--- src/rtl/div_share_pkg.sv ---
// Shared types and constants for the divider time-sharing controller.
// Fixed-point format: top SCALE_BITS are the scale, low MANT_BITS the mantissa.
package div_share_pkg;

  typedef enum logic [1:0] {
    ST_IDLE = 2'd0,
    ST_LOAD = 2'd1,
    ST_WAIT = 2'd2,
    ST_RESP = 2'd3
  } state_t;

  localparam int SCALE_BITS  = 3;
  localparam int MANT_BITS   = 13;
  localparam int DIV_LATENCY = 17;

endpackage

--- src/rtl/div_share_ctrl_rr_arbiter.sv ---
// Round-robin arbiter: first set request at or after ptr, wrapping.
// Purely combinational; the caller owns the pointer register.
module rr_arbiter #(
  parameter int NUM_REQ = 4
) (
  input  logic [NUM_REQ-1:0]         req,
  input  logic [$clog2(NUM_REQ)-1:0] ptr,
  output logic [NUM_REQ-1:0]         gnt,
  output logic [$clog2(NUM_REQ)-1:0] gnt_idx,
  output logic                       gnt_any
);

  localparam int IW = $clog2(NUM_REQ);

  function automatic logic [IW-1:0] rot(
    input logic [IW-1:0] p,
    input int            off
  );
    int s;
    s = int'(p) + off;
    if (s >= NUM_REQ) s = s - NUM_REQ;
    return IW'(s);
  endfunction

  always_comb begin
    gnt     = '0;
    gnt_idx = '0;
    gnt_any = 1'b0;
    for (int i = 0; i < NUM_REQ; i++) begin
      if (!gnt_any && req[rot(ptr, i)]) begin
        gnt_any           = 1'b1;
        gnt_idx           = rot(ptr, i);
        gnt[rot(ptr, i)]  = 1'b1;
      end
    end
  end

endmodule

--- src/rtl/div_share_ctrl.sv ---
// Time-shares one fixed-point divider among NUM_REQ requesters.
// Optional watchdog in WAIT: define DIV_SHARE_TIMEOUT_EN.
module div_share_ctrl
  import div_share_pkg::*;
#(
  parameter int N              = 16,
  parameter int NUM_REQ        = 4,
  parameter int TIMEOUT_CYCLES = 40
) (
  input  logic                 clk,
  input  logic                 reset,
  input  logic [NUM_REQ-1:0]   req_valid,
  input  logic [NUM_REQ*N-1:0] req_dividend,
  input  logic [NUM_REQ*N-1:0] req_divisor,
  output logic [NUM_REQ-1:0]   req_accept,
  output logic [NUM_REQ-1:0]   rsp_valid,
  input  logic [NUM_REQ-1:0]   rsp_ack,
  output logic [N-1:0]         rsp_q,
  output logic                 rsp_overflow,
  output logic                 rsp_div_by_zero,
  output logic                 rsp_timeout,
  output logic                 div_load,
  output logic [N-1:0]         div_dividend,
  output logic [N-1:0]         div_divisor,
  input  logic [N-1:0]         div_q,
  input  logic                 div_ready,
  input  logic                 div_overflow,
  input  logic                 div_div_by_zero,
  output logic                 busy
);

  localparam int IW = $clog2(NUM_REQ);

  state_t             state, state_nx;
  logic [IW-1:0]      ptr, ptr_nx, gnt_idx;
  logic [NUM_REQ-1:0] gnt, sel_oh;
  logic               gnt_any;
  logic               wd_hit;

  rr_arbiter #(.NUM_REQ(NUM_REQ)) u_arb (
    .req     (req_valid),
    .ptr     (ptr),
    .gnt     (gnt),
    .gnt_idx (gnt_idx),
    .gnt_any (gnt_any)
  );

  assign ptr_nx = (gnt_idx == IW'(NUM_REQ - 1)) ? '0 : gnt_idx + IW'(1);

`ifdef DIV_SHARE_TIMEOUT_EN
  localparam int CW = $clog2(TIMEOUT_CYCLES + 1);
  logic [CW-1:0] wd_cnt;

  // A ready in the limit cycle wins over the watchdog.
  assign wd_hit = (state == ST_WAIT) && !div_ready &&
                  (wd_cnt == CW'(TIMEOUT_CYCLES - 1));

  always_ff @(posedge clk or posedge reset) begin
    if (reset) begin
      wd_cnt      <= '0;
      rsp_timeout <= 1'b0;
    end else begin
      if (state == ST_LOAD) wd_cnt <= '0;
      else if (state == ST_WAIT && !wd_hit) wd_cnt <= wd_cnt + CW'(1);
      if (state == ST_WAIT && div_ready) rsp_timeout <= 1'b0;
      else if (wd_hit) rsp_timeout <= 1'b1;
    end
  end
`else
  assign wd_hit      = 1'b0;
  assign rsp_timeout = 1'b0;
`endif

  always_ff @(posedge clk or posedge reset) begin
    if (reset) begin
      state           <= ST_IDLE;
      ptr             <= '0;
      sel_oh          <= '0;
      div_dividend    <= '0;
      div_divisor     <= '0;
      rsp_q           <= '0;
      rsp_overflow    <= 1'b0;
      rsp_div_by_zero <= 1'b0;
    end else begin
      state <= state_nx;
      if (state == ST_IDLE && gnt_any) begin
        sel_oh       <= gnt;
        ptr          <= ptr_nx;
        div_dividend <= req_dividend[int'(gnt_idx)*N +: N];
        div_divisor  <= req_divisor[int'(gnt_idx)*N +: N];
      end
      if (state == ST_WAIT) begin
        if (div_ready) begin
          rsp_q           <= div_q;
          rsp_overflow    <= div_overflow;
          rsp_div_by_zero <= div_div_by_zero;
        end else if (wd_hit) begin
          rsp_q           <= '0;
          rsp_overflow    <= 1'b0;
          rsp_div_by_zero <= 1'b0;
        end
      end
    end
  end

  // LOAD never looks at div_ready: it still holds the previous result.
  always_comb begin
    state_nx = state;
    unique case (state)
      ST_IDLE: if (gnt_any) state_nx = ST_LOAD;
      ST_LOAD: state_nx = ST_WAIT;
      ST_WAIT: if (div_ready || wd_hit) state_nx = ST_RESP;
      ST_RESP: if (|(rsp_ack & sel_oh)) state_nx = ST_IDLE;
    endcase
  end

  assign div_load   = (state == ST_LOAD);
  assign req_accept = (state == ST_LOAD) ? sel_oh : '0;
  assign rsp_valid  = (state == ST_RESP) ? sel_oh : '0;
  assign busy       = (state != ST_IDLE);

endmodule
--- config.mk ---
export PLATFORM = sky130hd
export DESIGN_NAME = div_share_ctrl
export DESIGN_NICKNAME = d
export VERILOG_FILES = /design/src/rtl/div_share_pkg.sv /design/src/rtl/div_share_ctrl_rr_arbiter.sv /design/src/rtl/div_share_ctrl.sv
export SDC_FILE = /design/constraint.sdc
export NUM_CORES = 1
export LEC_CHECK = 0
export ABC_AREA = 1
export CAP_MARGIN = 20
export CORE_ASPECT_RATIO = 1.75
export CORE_MARGIN = 5
export CORE_UTILIZATION = 40
export DETAILED_ROUTE_END_ITERATION = 10
export PLACE_DENSITY_LB_ADDON = 0.12
export SLEW_MARGIN = 20
export SYNTH_ARGS = -nofsm -noshare
export SYNTH_HDL_FRONTEND = slang
export SYNTH_SLANG_ARGS = --single-unit
--- constraint.sdc ---
create_clock -name clk -period 5.14 [get_ports clk]
set_input_delay 1.285 -clock clk [delete_from_list [all_inputs] [get_ports clk]]
set_output_delay 1.285 -clock clk [all_outputs]
set_load 0.1 [all_outputs]
Word-level counts from Yosys, hierarchy flattened
Index checks and enable logic that the tools add are counted.

Equality and inequality tests: 7. Multiplexer cells: 43. Bitwise operators: 4. Add/subtract/negate cells: 8. Reductions and logical operators: 16. Shift operators: 2. Order comparisons: 16.

Operators by type and width (count): $shiftx A64 B7 Y16 (2); $mux W2 (16); $lt A2 B3 Y1 const B (8); $mux W4 (6); $mux W1 (12); $or A4 B4 Y4 (3); $ge A3 B3 Y1 const B (3); $bmux W1 S2 (4); $demux W1 S2 (4); $ge A2 B1 Y1 const B (4); $logic_and A1 B1 Y1 (8); $pmux W2 S4 (1); $sub A2 B1 Y2 const B (4); $add A2 B2 Y3 const B (2); $eq A2 B2 Y1 const B (3); $ne A2 B2 Y1 const B (3); $and A4 B4 Y4 (1); $reduce_or A4 Y1 (1); $add A2 B1 Y3 const B (1); $ge A2 B3 Y1 const B (1); $logic_not A1 Y1 (3); $reduce_and A3 Y1 (1); $add A2 B1 Y2 const B (1); $eq A2 B1 Y1 const B (1); other kinds (3) (3).

Logic and storage cells: 104. Flip-flop bits (word level): 58. Bits of input ports: 157. Output and inout port bits: 61.

Logic depth before layout (Yosys ltp)
Gate-level depths: netlist (run 1).

Depth in word-level cells: 20. Gate-level depth with buffers: 17. Gate-level depth less buffers: 14.

Modules after synthesis
Synthesis (run 1) repeated with hierarchy kept, for this count alone.

Cell total of the unflattened synthesis: 636. Area, all modules: 4189.0 sq um.

Modules (own cells, without submodules): div_share_ctrl (area an instance 3753.6 sq um, cells an instance 562, times used 1, sequential area each 1451.4 sq um); rr_arbiter (area an instance 435.4 sq um, cells an instance 74, times used 1, sequential area each 0.0 sq um).

Worst setup path after synthesis (run 1)
Ideal clock, no wire load.

Kind: reg-to-output. Start point: reg state[1]. End point: out req_accept[0]. Required time: 3.855 ns. Data arrival time: 2.046 ns. Path buffers: 0. Setup slack: 1.809 ns. Cell stages (with the launch flop): 5. Cells stage by stage: dfrtp_1 inv_1 ha_1 nand2_1 inv_1.

Cells in the longest elaborated chain, start to end: 2.

Ends and longest elaborated chain: from (decl) (line div_share_ctrl.sv:34) `state_t state, state_nx;`; from (signal assigned) (line div_share_ctrl.sv:85) `state <= state_nx;`; $eq A2 B1 Y1; named net div_load (line div_share_ctrl.sv:22) `output logic div_load,`; $mux W4 (line div_share_ctrl.sv:118) `assign req_accept = (state == ST_LOAD) ? sel_oh : '0;`; to (decl) (line div_share_ctrl.sv:15) `output logic [NUM_REQ-1:0] req_accept,`.

The timed path passes the listed nets, and every way through them passes these cells.

Worst setup path in the final report (run 1)
Start point: in req_valid[2]. End point: reg div_divisor[2].

Cells in the longest elaborated chain, start to end: 13. Elaborated cells on any way between the ends: 24. Those cells by class: 1 x shift; 16 x mux; 7 x reduce/logical.

Ends and longest elaborated chain: from (decl) (line div_share_ctrl.sv:12) `input logic [NUM_REQ-1:0] req_valid,`; $bmux W1 S2 (line div_share_ctrl_rr_arbiter.sv:30) `if (!gnt_any && req[rot(ptr, i)]) begin`; $mux W1 (implied by the code) (line div_share_ctrl_rr_arbiter.sv:30); $mux W1 (line div_share_ctrl_rr_arbiter.sv:30); $logic_not A1 Y1 (line div_share_ctrl_rr_arbiter.sv:30); $logic_and A1 B1 Y1 (line div_share_ctrl_rr_arbiter.sv:30); $mux W1 (line div_share_ctrl_rr_arbiter.sv:30); $logic_not A1 Y1 (line div_share_ctrl_rr_arbiter.sv:30); $logic_and A1 B1 Y1 (line div_share_ctrl_rr_arbiter.sv:30); $mux W1 (line div_share_ctrl_rr_arbiter.sv:30); $logic_not A1 Y1 (line div_share_ctrl_rr_arbiter.sv:30); $logic_and A1 B1 Y1 (line div_share_ctrl_rr_arbiter.sv:30); $mux W2 / $mux W1 (equally long branches) (line div_share_ctrl_rr_arbiter.sv:30); $shiftx A64 B7 Y16 / $logic_and A1 B1 Y1 (equally long branches) (line div_share_ctrl.sv:90, div_share_ctrl.sv:86); to (signal assigned) (line div_share_ctrl.sv:90) `div_divisor <= req_divisor[int'(gnt_idx)*N +: N];`; to (decl) (line div_share_ctrl.sv:24) `output logic [N-1:0] div_divisor,`.

Several ways; a longest one is shown, not always the timed one. The select of a mux whose other input is x is not followed. A chain may end at the register's enable or synchronous reset.

==> results.env, run 1 <==
OUTCOME='finished, final reports clean'
PLACE.DETAILED.HPWL_MM=10.6
DRTPASS1ITERATIONS=6
FIN_SETUP_TNS_NS=0
NUMBER_OF_SINKS_DRIVEN_BY_THE_CLOCK_TREE=58
CRITICAL_PATH.ENDPOINT='div_divisor[2]'
YOSYSSEQAREASHARE=0.333
NUMPORTBUFFERS=216
SYNTH-EDFF-COUNT=0
COREAREA_UM2=10700
CLOCK-ROOT-BUFFER='clkbuf_16'
CRITPATHKIND='input pin to flop'
DETAIL_ROUTE.DRC_VIOLATIONS=0
DRT-TOTAL-WL_MM=13.5
DETAILROUTE.VIA_COUNT=4606
TRITONCTS='done'
LAYOUT_WORST_PATH_CYCLE_SHARE=0.743
PERIOD_MINUS_SLACK_NS=3.82
TIGHTESTPINTRANSITION_NS=1.04
CTSHTREEMAXLEVEL=3
CLKLATENCYLATEPIN_NS=0.32
SYNTHCELLS=644
NUMCTSBUFFERS=9
LENGTH_IN_CELLS_OF_THE_WORST_REG_TO_REG_PATH=14
REPORT.FINAL.SLEW_VIOL_COUNT=0
GRT_FIRST_PASS_WIRELENGTH_MM=20.9
MIN-DELAY-PATH-CLASS='flop to flop'
LAYOUT_COMMON_CELLS='clkdlybuf4s50_1, nand2_1, inv_1'
SYNTH_NETS=810
ROWS=50
CTS_HOLD_BUFFERS=0
CRITICAL-PATH-MAX-STAGE-DELAY_NS=0.53
CRIT_PATH_TOP_DELAY_CELL='nand2_2'
TIMING.CRITICAL_PATH.FANOUT_MAX=69
CP-START-KIND='input pin'
VIAS_PER_CELL=4.70
PATH_CLK_SLEW_NS=0.05
WORSTREG2REGEND='div_divisor[2]'
SYNTH_SEQ_CELLS=58
DIE-AREA_UM2=13200
SYNTH_TOP_FLOP_CELL='dfrtp_1'
LAYOUT_COMMONEST_CELL='clkdlybuf4s50_1'
PATH_CELLS='clkdlybuf4s50_1, nand2_1, nand3_2, nand2_2, nor2_4, nor2_1, nand2_2, nand2_2, buf_12, inv_2, nand2_1, nand3_1, nand3_1'
FLOORPLAN.DIE.WIDTH_UM=88.9
GRT.OVERFLOW.TOTAL=0
GRT_START_MAX_NET_PINS=70
WL_PER_CELL_UM=13.8
WORSTPATHREQUIRED_NS=5.35
FINALCLOCKSKEW_NS=0.00636
SETUP_VIOLATIONS=0
CRIT_PATH_START='req_valid[2]'
REGTOREGSTARTPOINT='ptr[1]'
CLOCK.FMAX_MHz=262
MAX_CAP_VIOLATIONS=0
SYNTHESIS.YOSYS.WARNINGS=0
MAXSLEWHEADROOM=0.308
NETS=1010
CLOCK_PATH_BUFFERS=2
YOSYSUNIQUECELLTYPES=35
POSTSYNTH.ASYNCRESETSHARE=1.00
FINAL_LAYOUT_SIZE_SUFFIX_GT1_FRAC=0.0883
VIAS_IN_THE_FIRST_GLOBAL_ROUTE=4465
GR-USAGE-ALL-LAYERS=0.199
SYN_AREA_UM2=4360
POST_CTS_RESIZE_COUNT=0
AREAGROWTHSYNTHTOFINISH_PCT=55.8
REPORT.FINAL.HOLD_VIOL_COUNT=0
WORST_EP_ARRIVAL_TIME_NS=4.03
ROUTABILITYCONGESTION=0.908
INITIAL_UTILIZATION=0.408
GRT_ANTENNA_BEFORE_REPAIR=2
ANTENNA_VIOLATING_NETS_POST_ROUTE=0
SYNTH.AVG_CELL_AREA_UM2=6.77
DESIGN.PORTCOUNT=218
DIE_HEIGHT_UM=148
DRT_ITER0_MARKERS=219
CRIT_PATH_FREQUENT_CELL='nand2_2'
POST-CTS-SETUP-BUFFER-COUNT=0
SETUP.WORST_PATH.END_CLASS='flop'
RSZ0062_AT_GRT='no'
REG2REG_SETUP_SLACK_NS=1.67
[cell usage after synthesis (all sizes together), types with 2 or more instances]
library cell	count	area [µm²]
nand2	208	808
inv	138	523
nand3	128	706
dfrtp	58	1450
buf	30	213
mux2	18	203
or2	13	81.3
nor2	12	67.6
a21oi	11	58.8
ha	9	113
a22oi	4	30.0
a31oi	3	18.8
clkbuf	2	7.51
nand4	2	27.5
o21ai	2	10.0
[stage by stage]
stage / utilization / instance area [µm²] / setup slack, ns / hold WS (ns) / cells
finish: 0.635 / 6790 / 1.32 / 0.472 / 981
global route: 0.635 / 6790 / 1.03 / 0.495 / 981
CTS: 0.635 / 6790 / 1.32 / 0.478 / 979
detailed placement: 0.609 / 6520 / 0.982 / 0.464 / 963
global placement: 0.609 / 6520 / 1.06 / 0.462 / 963
floorplan: - / 4360 / 1.81 / 0.557 / 644
[routing by layer]
metal | vias to the layer above | GRT usage | part of all wire
li1 | 2362 | - | -
met1 | 2017 | 0.215 | 0.36
met2 | 213 | 0.359 | 0.52
met3 | 14 | 0.0488 | 0.098
met4 | 0 | 0.0787 | 0.017
met5 | - | 0 | 0
[how the worst min path moves through the flow]
stage | start | endpoint | slack [ns] | cells past startpoint
after floorplan | state[1] | state[1] | 0.56 | 2
after global placement | div_divisor[0] | div_divisor[0] | 0.46 | 2
after detailed placement | div_divisor[12] | div_divisor[12] | 0.46 | 2
after CTS | div_divisor[12] | div_divisor[12] | 0.48 | 2
after global routing | div_dividend[6] | div_dividend[6] | 0.49 | 2
final | div_divisor[0] | div_divisor[0] | 0.47 | 2
[kinds of logic (layout without fill, tap and decap cells)]
kind of cell / count (synthesis) / in the layout / share of synthesized area
compound gates: 23 / 23 / 0.0336
fa+ha+maj: 9 / 9 / 0.0258
other cells: 1 / 3 / 0.000860
buf+inv: 171 / 376 / 0.172
simple gates: 364 / 364 / 0.389
mux: 18 / 18 / 0.0465
flops: 58 / 58 / 0.333
[state kept, by name (all words and copies together) (netlist names)]
| name | flops |
|---|---|
| rsp_overflow | 1 |
| rsp_q | 16 |
| div_divisor | 16 |
| state | 2 |
| sel_oh | 4 |
| ptr | 2 |
| div_dividend | 16 |
| rsp_div_by_zero | 1 |
[final cells by class]
type / count / area, µm²
diodes: 2 / 5.00
fillers: 992 / 3910
repair buffers: 221 / 2210
clock inverters: 5 / 30.0
well taps: 130 / 163
flip-flops and latches: 58 / 1450
clock buffers: 11 / 243
multi-input cells: 415 / 2160
inverters: 139 / 528
[critical path: cells and delay by family]
family                 cells  cell delay [ns]
and+or+nand+nor           10             1.68
buffers and inverters      3             1.02
Power of run 1 is left out: the tool's default activity adds up to more than one toggle a clock period on the data nets, which glitch-free logic cannot reach.
==> run 2, diff against run 1 <==
==> constraint.sdc (replaced) <==
create_clock -name clk -period 3.8 [get_ports clk]
set_input_delay 0.95 -clock clk [delete_from_list [all_inputs] [get_ports clk]]
set_output_delay 0.95 -clock clk [all_outputs]
set_load 0.1 [all_outputs]
==> results.env, run 2 (same netlist as run 1, synthesis figures left out) <==
REPORT.FINAL.HOLD_VIOL_COUNT=0  # unchanged
VIAS_PER_CELL=4.78  # +1.8%
DIE-AREA_UM2=13200  # unchanged
GRT_START_MAX_NET_PINS=59  # -16%
CRITPATHKIND='input pin to flop'
NUMCTSBUFFERS=9  # unchanged
PLACE.DETAILED.HPWL_MM=11.1  # +3.9%
FLOORPLAN.DIE.WIDTH_UM=88.9  # unchanged
LAYOUT_WORST_PATH_CYCLE_SHARE=0.766
COREAREA_UM2=10700  # unchanged
CTS_HOLD_BUFFERS=0  # unchanged
POST_CTS_RESIZE_COUNT=0  # unchanged
NUMPORTBUFFERS=216  # unchanged
ROWS=50  # unchanged
WL_PER_CELL_UM=14.0  # +1.4%
POST-CTS-SETUP-BUFFER-COUNT=0  # unchanged
PERIOD_MINUS_SLACK_NS=2.91
FILLER_CELL_COUNT=957  # -3.5%
WORST_HOLD_PATH.NUM_CELLS=2  # unchanged
GRT_ANTENNA_BEFORE_REPAIR=1  # -1
DESIGN.PORTCOUNT=218  # unchanged
DRTPASS1ITERATIONS=5  # -1
CTSHTREEMAXLEVEL=3  # unchanged
OUTCOME='finished, final reports clean'
RSZ0062_AT_GRT='no'
AREAGROWTHSYNTHTOFINISH_PCT=58.0
DRT-TOTAL-WL_MM=13.7  # +1.6%
TRITONCTS='done'
WORST_EP_ARRIVAL_TIME_NS=3.12  # -0.91 ns
FIN_SETUP_TNS_NS=0  # unchanged
FINALCLOCKSKEW_NS=0.00513  # -0.00123 ns
WORSTPATHREQUIRED_NS=4.01  # -1.34 ns
STDCELL_AREA_UM2=6890  # +1.4%
LAYOUT_COMMON_CELLS='clkdlybuf4s50_1, nand2_1, inv_1'
LARGESTREGISTERS='div_dividend x16, div_divisor x16, rsp_q x16'
FINAL_LAYOUT_SIZE_SUFFIX_GT1_FRAC=0.106  # +0.0173
DRT_ITER0_MARKERS=205  # -6.4%
GRT.OVERFLOW.TOTAL=0  # unchanged
NUMBER_OF_SINKS_DRIVEN_BY_THE_CLOCK_TREE=58  # unchanged
ROUTABILITYCONGESTION=0.883  # -2.8%
ANTENNA_VIOLATING_NETS_POST_ROUTE=0  # unchanged
CP-START-KIND='input pin'
MAX_CAP_VIOLATIONS=0  # unchanged
NETS=1013  # +0.30%
GRT_FIRST_PASS_WIRELENGTH_MM=21.7  # +3.9%
DPL_WORST_SLACK_NS=0.548  # -0.434 ns
SETUP.WORST_PATH.END_CLASS='flop'
LAYOUT_COMMONEST_CELL='clkdlybuf4s50_1'
MAXSLEWHEADROOM=0.304  # -0.00395
MIN-DELAY-PATH-CLASS='flop to flop'
VIAS_IN_THE_FIRST_GLOBAL_ROUTE=4764  # +6.7%
GR-USAGE-ALL-LAYERS=0.205  # +0.00599
FIN_WS_NS=0.888  # -0.431 ns
SETUP_VIOLATIONS=0  # unchanged
INITIAL_UTILIZATION=0.408  # unchanged
PATH_CLK_SLEW_NS=0.05  # about the same
REPORT.FINAL.SLEW_VIOL_COUNT=0  # unchanged
CLOCK-ROOT-BUFFER='clkbuf_16'
DIE_HEIGHT_UM=148  # unchanged
CLOCK_PATH_BUFFERS=2  # unchanged
TIGHTESTPINTRANSITION_NS=1.04  # +0.00590 ns
LENGTH_IN_CELLS_OF_THE_WORST_REG_TO_REG_PATH=12  # -2
DETAILROUTE.VIA_COUNT=4700  # +2.0%
TIMING.CRITICAL_PATH.FANOUT_MAX=25  # -64%
HOLD_WS_NS=0.476  # +0.00415 ns
DETAIL_ROUTE.DRC_VIOLATIONS=0  # unchanged
CLKLATENCYLATEPIN_NS=0.32  # about the same
AREA_AFTER_DETAILED_PLACEMENT_UM2=6520  # about the same
CLOCK.FMAX_MHz=343
==> run 2: path summary, 6_finish.rpt <==
kind | from | end | slack [ns]
hold reg to reg | div_dividend[0] | div_dividend[0] | 0.48
setup / recovery | req_valid[2] | div_divisor[11] | 0.89
setup reg to reg | ptr[0] | div_divisor[8] | 0.91
min in group asynchronous | reset | rsp_q[10] | 1.01
hold / removal | div_dividend[0] | div_dividend[0] | 0.48
max in group asynchronous | reset | div_dividend[6] | 2.53
==> run 2: per-stage QoR <==
step,utilization,instances
finish,0.644,983
CTS,0.644,982
global placement,0.609,966
global route,0.644,983
floorplan,-,644
detailed placement,0.609,966
==> run 2: critical path, stage by stage <==
cell and delay, ns:
clkdlybuf4s50_1 0.50, nand2_1 0.11, nand3_2 0.14, nand2_2 0.12
nor2_4 0.17, nor2_1 0.07, nand2_2 0.11, nand2_2 0.26
buf_4 0.32, or2_1 0.22, nand3_1 0.08, nand3_1 0.07
==> run 2: area by class of cell <==
type | count | area (µm²) | share of cell area
repair buffers | 224 | 2220 | 0.322
multi-input cells | 415 | 2160 | 0.314
flip-flops and latches | 58 | 1450 | 0.211
inverters | 139 | 528 | 0.0766
clock buffers | 11 | 243 | 0.0352
well taps | 130 | 163 | 0.0236
clock inverters | 5 | 125 | 0.0182
diodes | 1 | 2.50 | 0.000363
==> run 2: routing by layer <==
metal,up-vias,part of all wire,global-route usage
met5,-,0,0
met4,0,0.028,0.0862
met3,24,0.10,0.0510
met2,215,0.52,0.374
met1,2097,0.35,0.215
li1,2364,-,-
Power of run 2 is left out for the same reason.
==> run 3, diff against run 2 <==
--- a/config.mk
+++ b/config.mk
@@ -9,7 +9,7 @@
 export CAP_MARGIN = 20
 export CORE_ASPECT_RATIO = 1.75
 export CORE_MARGIN = 5
-export CORE_UTILIZATION = 40
+export CORE_UTILIZATION = 37
 export DETAILED_ROUTE_END_ITERATION = 10
 export PLACE_DENSITY_LB_ADDON = 0.12
 export SLEW_MARGIN = 20
==> constraint.sdc (replaced) <==
create_clock -name clk -period 2.6 [get_ports clk]
set_input_delay 0.65 -clock clk [delete_from_list [all_inputs] [get_ports clk]]
set_output_delay 0.65 -clock clk [all_outputs]
set_load 0.1 [all_outputs]
==> results.env, run 3 (same netlist as run 1, synthesis figures left out) <==
GRT.OVERFLOW.TOTAL=0  # unchanged
LAYOUT_COMMON_CELLS='nand2_1, clkdlybuf4s50_1, inv_1'
WORST_HOLD_PATH.NUM_CELLS=2  # unchanged
CLOCK_PATH_BUFFERS=2  # unchanged
DESIGN.PORTCOUNT=218  # unchanged
LAYOUT_COMMONEST_CELL='nand2_1'
LAYOUT_WORST_PATH_CYCLE_SHARE=0.916
WL_PER_CELL_UM=13.7  # -2.1%
ROUTABILITYCONGESTION=0.878  # -0.48%
INSERTEDDIODECOUNT=0  # -1
NUMBER_OF_SINKS_DRIVEN_BY_THE_CLOCK_TREE=58  # unchanged
WORSTREG2REGEND='div_divisor[3]'
ANTENNA_VIOLATING_NETS_POST_ROUTE=0  # unchanged
CLOCK-ROOT-BUFFER='clkbuf_16'
VIAS_PER_CELL=4.67  # -2.2%
MAX_CAP_VIOLATIONS=0  # unchanged
VIAS_IN_THE_FIRST_GLOBAL_ROUTE=4719  # -0.94%
WORST_EP_ARRIVAL_TIME_NS=2.58  # -0.54 ns
TIMING.CRITICAL_PATH.FANOUT_MAX=33  # +32%
REGTOREGSTARTPOINT='ptr[0]'
REPORT.FINAL.SLEW_VIOL_COUNT=0  # unchanged
RSZ0062_AT_GRT='no'
DETAILROUTE.VIA_COUNT=4674  # -0.55%
DIE-AREA_UM2=14100  # +7.4%
FLOORPLAN.DIE.WIDTH_UM=92.1  # +3.5%
CTSHTREEMAXLEVEL=3  # unchanged
REPORT.FINAL.HOLD_VIOL_COUNT=0  # unchanged
PLACE.DETAILED.HPWL_MM=11.1  # +0.24%
DIE_HEIGHT_UM=154  # +3.7%
PERIOD_MINUS_SLACK_NS=2.38
NETS=1027  # +1.4%
DRT-TOTAL-WL_MM=13.7  # -0.42%
TRITONCTS='done'
DRTPASS1ITERATIONS=4  # -1
NUMPORTBUFFERS=216  # unchanged
SETUP_VIOLATIONS=0  # unchanged
LARGESTREGISTERS='div_dividend x16, div_divisor x16, rsp_q x16'
INITIAL_UTILIZATION=0.377  # -0.0311
OUTCOME='finished, final reports clean'
PATH_CLK_SLEW_NS=0.05  # about the same
FINALCLOCKSKEW_NS=0.00569  # +0.000561 ns
GRT_ANTENNA_BEFORE_REPAIR=0  # -1
GR-USAGE-ALL-LAYERS=0.189  # -0.0161
SETUP.WORST_PATH.END_CLASS='flop'
FILLER_CELL_COUNT=1138  # +19%
NUMCTSBUFFERS=9  # unchanged
CTS_HOLD_BUFFERS=0  # unchanged
COREAREA_UM2=11600  # +8.3%
GRT_START_MAX_NET_PINS=43  # -27%
FINAL_LAYOUT_SIZE_SUFFIX_GT1_FRAC=0.175  # +0.0689
CLOCK.FMAX_MHz=420
POST-CTS-SETUP-BUFFER-COUNT=0  # unchanged
DETAIL_ROUTE.DRC_VIOLATIONS=0  # unchanged
FINISH.UTILIZATION=0.596  # -0.0486
AREAGROWTHSYNTHTOFINISH_PCT=58.2  # about the same
HOLD_END='div_dividend[6]'
MIN-DELAY-PATH-CLASS='flop to flop'
HOLD_WS_NS=0.477  # +0.000728 ns
CRITPATHKIND='flop to flop'
LENGTH_IN_CELLS_OF_THE_WORST_REG_TO_REG_PATH=12  # unchanged
WORSTPATHREQUIRED_NS=2.80  # -1.21 ns
REG2REG_SETUP_SLACK_NS=0.22  # -0.69 ns
CP-START-KIND='flop'
GRT_FIRST_PASS_WIRELENGTH_MM=21.8  # +0.44%
DRT_ITER0_MARKERS=157  # -23%
WORSTHOLDSTART='div_dividend[6]'
ROWS=52  # +4.0%
CLKLATENCYLATEPIN_NS=0.33  # about the same
## run 3: through the flow
stage | TNS (ns) | setup slack, ns | instance area [µm²] | std cells
finish | 0 | 0.219 | 6900 | 1000
global route | 0 | 0.0208 | 6900 | 1000
CTS | 0 | 0.152 | 6890 | 1000
detailed placement | -1.62 | -0.126 | 6600 | 985
global placement | -0.609 | -0.0570 | 6600 | 985
floorplan | 0 | 0.227 | 4360 | 644
## run 3: layer usage
metal | vias up | global-route usage | wire length (µm)
li1 | 2395 | - | -
met1 | 2074 | 0.188 | 5000
met2 | 183 | 0.363 | 7370
met3 | 22 | 0.0484 | 1020
met4 | 0 | 0.0773 | 280
met5 | - | 0 | 0
## run 3: layout make-up
type / count / area (µm²) / area share
clock buffers: 12 / 246 / 0.0357
clock inverters: 3 / 40.0 / 0.00581
inverters: 139 / 528 / 0.0766
multi-input cells: 415 / 2170 / 0.314
flip-flops and latches: 58 / 1450 / 0.210
well taps: 135 / 169 / 0.0245
repair buffers: 238 / 2290 / 0.333
## run 3: repair_timing
action / in CTS / in global routing
setup endpoints to repair: 0 / 10
hold endpoints to repair: 0 / 0
gates resized for setup: 0 / 2
## run 3: critical path, cell delays in order (launching register included)
cell	delay, ns
dfrtp_1	0.41
inv_6	0.07
ha_1	0.36
inv_1	0.15
nand3_2	0.12
nand2_2	0.16
nand4_4	0.14
nand2_2	0.11
nand2_2	0.12
buf_12	0.19
or2_1	0.21
nand3_1	0.12
nand3_1	0.08
## run 3: how the worst max path moves through the flow
| stage | start | endpoint | slack (ns) | depth (start not counted) |
|---|---|---|---|---|
| 4_1_cts | ptr[1] | div_dividend[5] | 0.15 | 11 |
| 2_1_floorplan | state[1] | req_accept[0] | 0.23 | 4 |
| 3_3_place_gp | req_valid[3] | div_dividend[1] | -0.06 | 13 |
| 6_report | ptr[0] | div_divisor[3] | 0.22 | 12 |
| 5_1_grt | ptr[0] | div_dividend[7] | 0.02 | 15 |
| 3_5_place_dp | req_valid[3] | div_dividend[5] | -0.13 | 13 |
Power of run 3 is left out for the same reason.
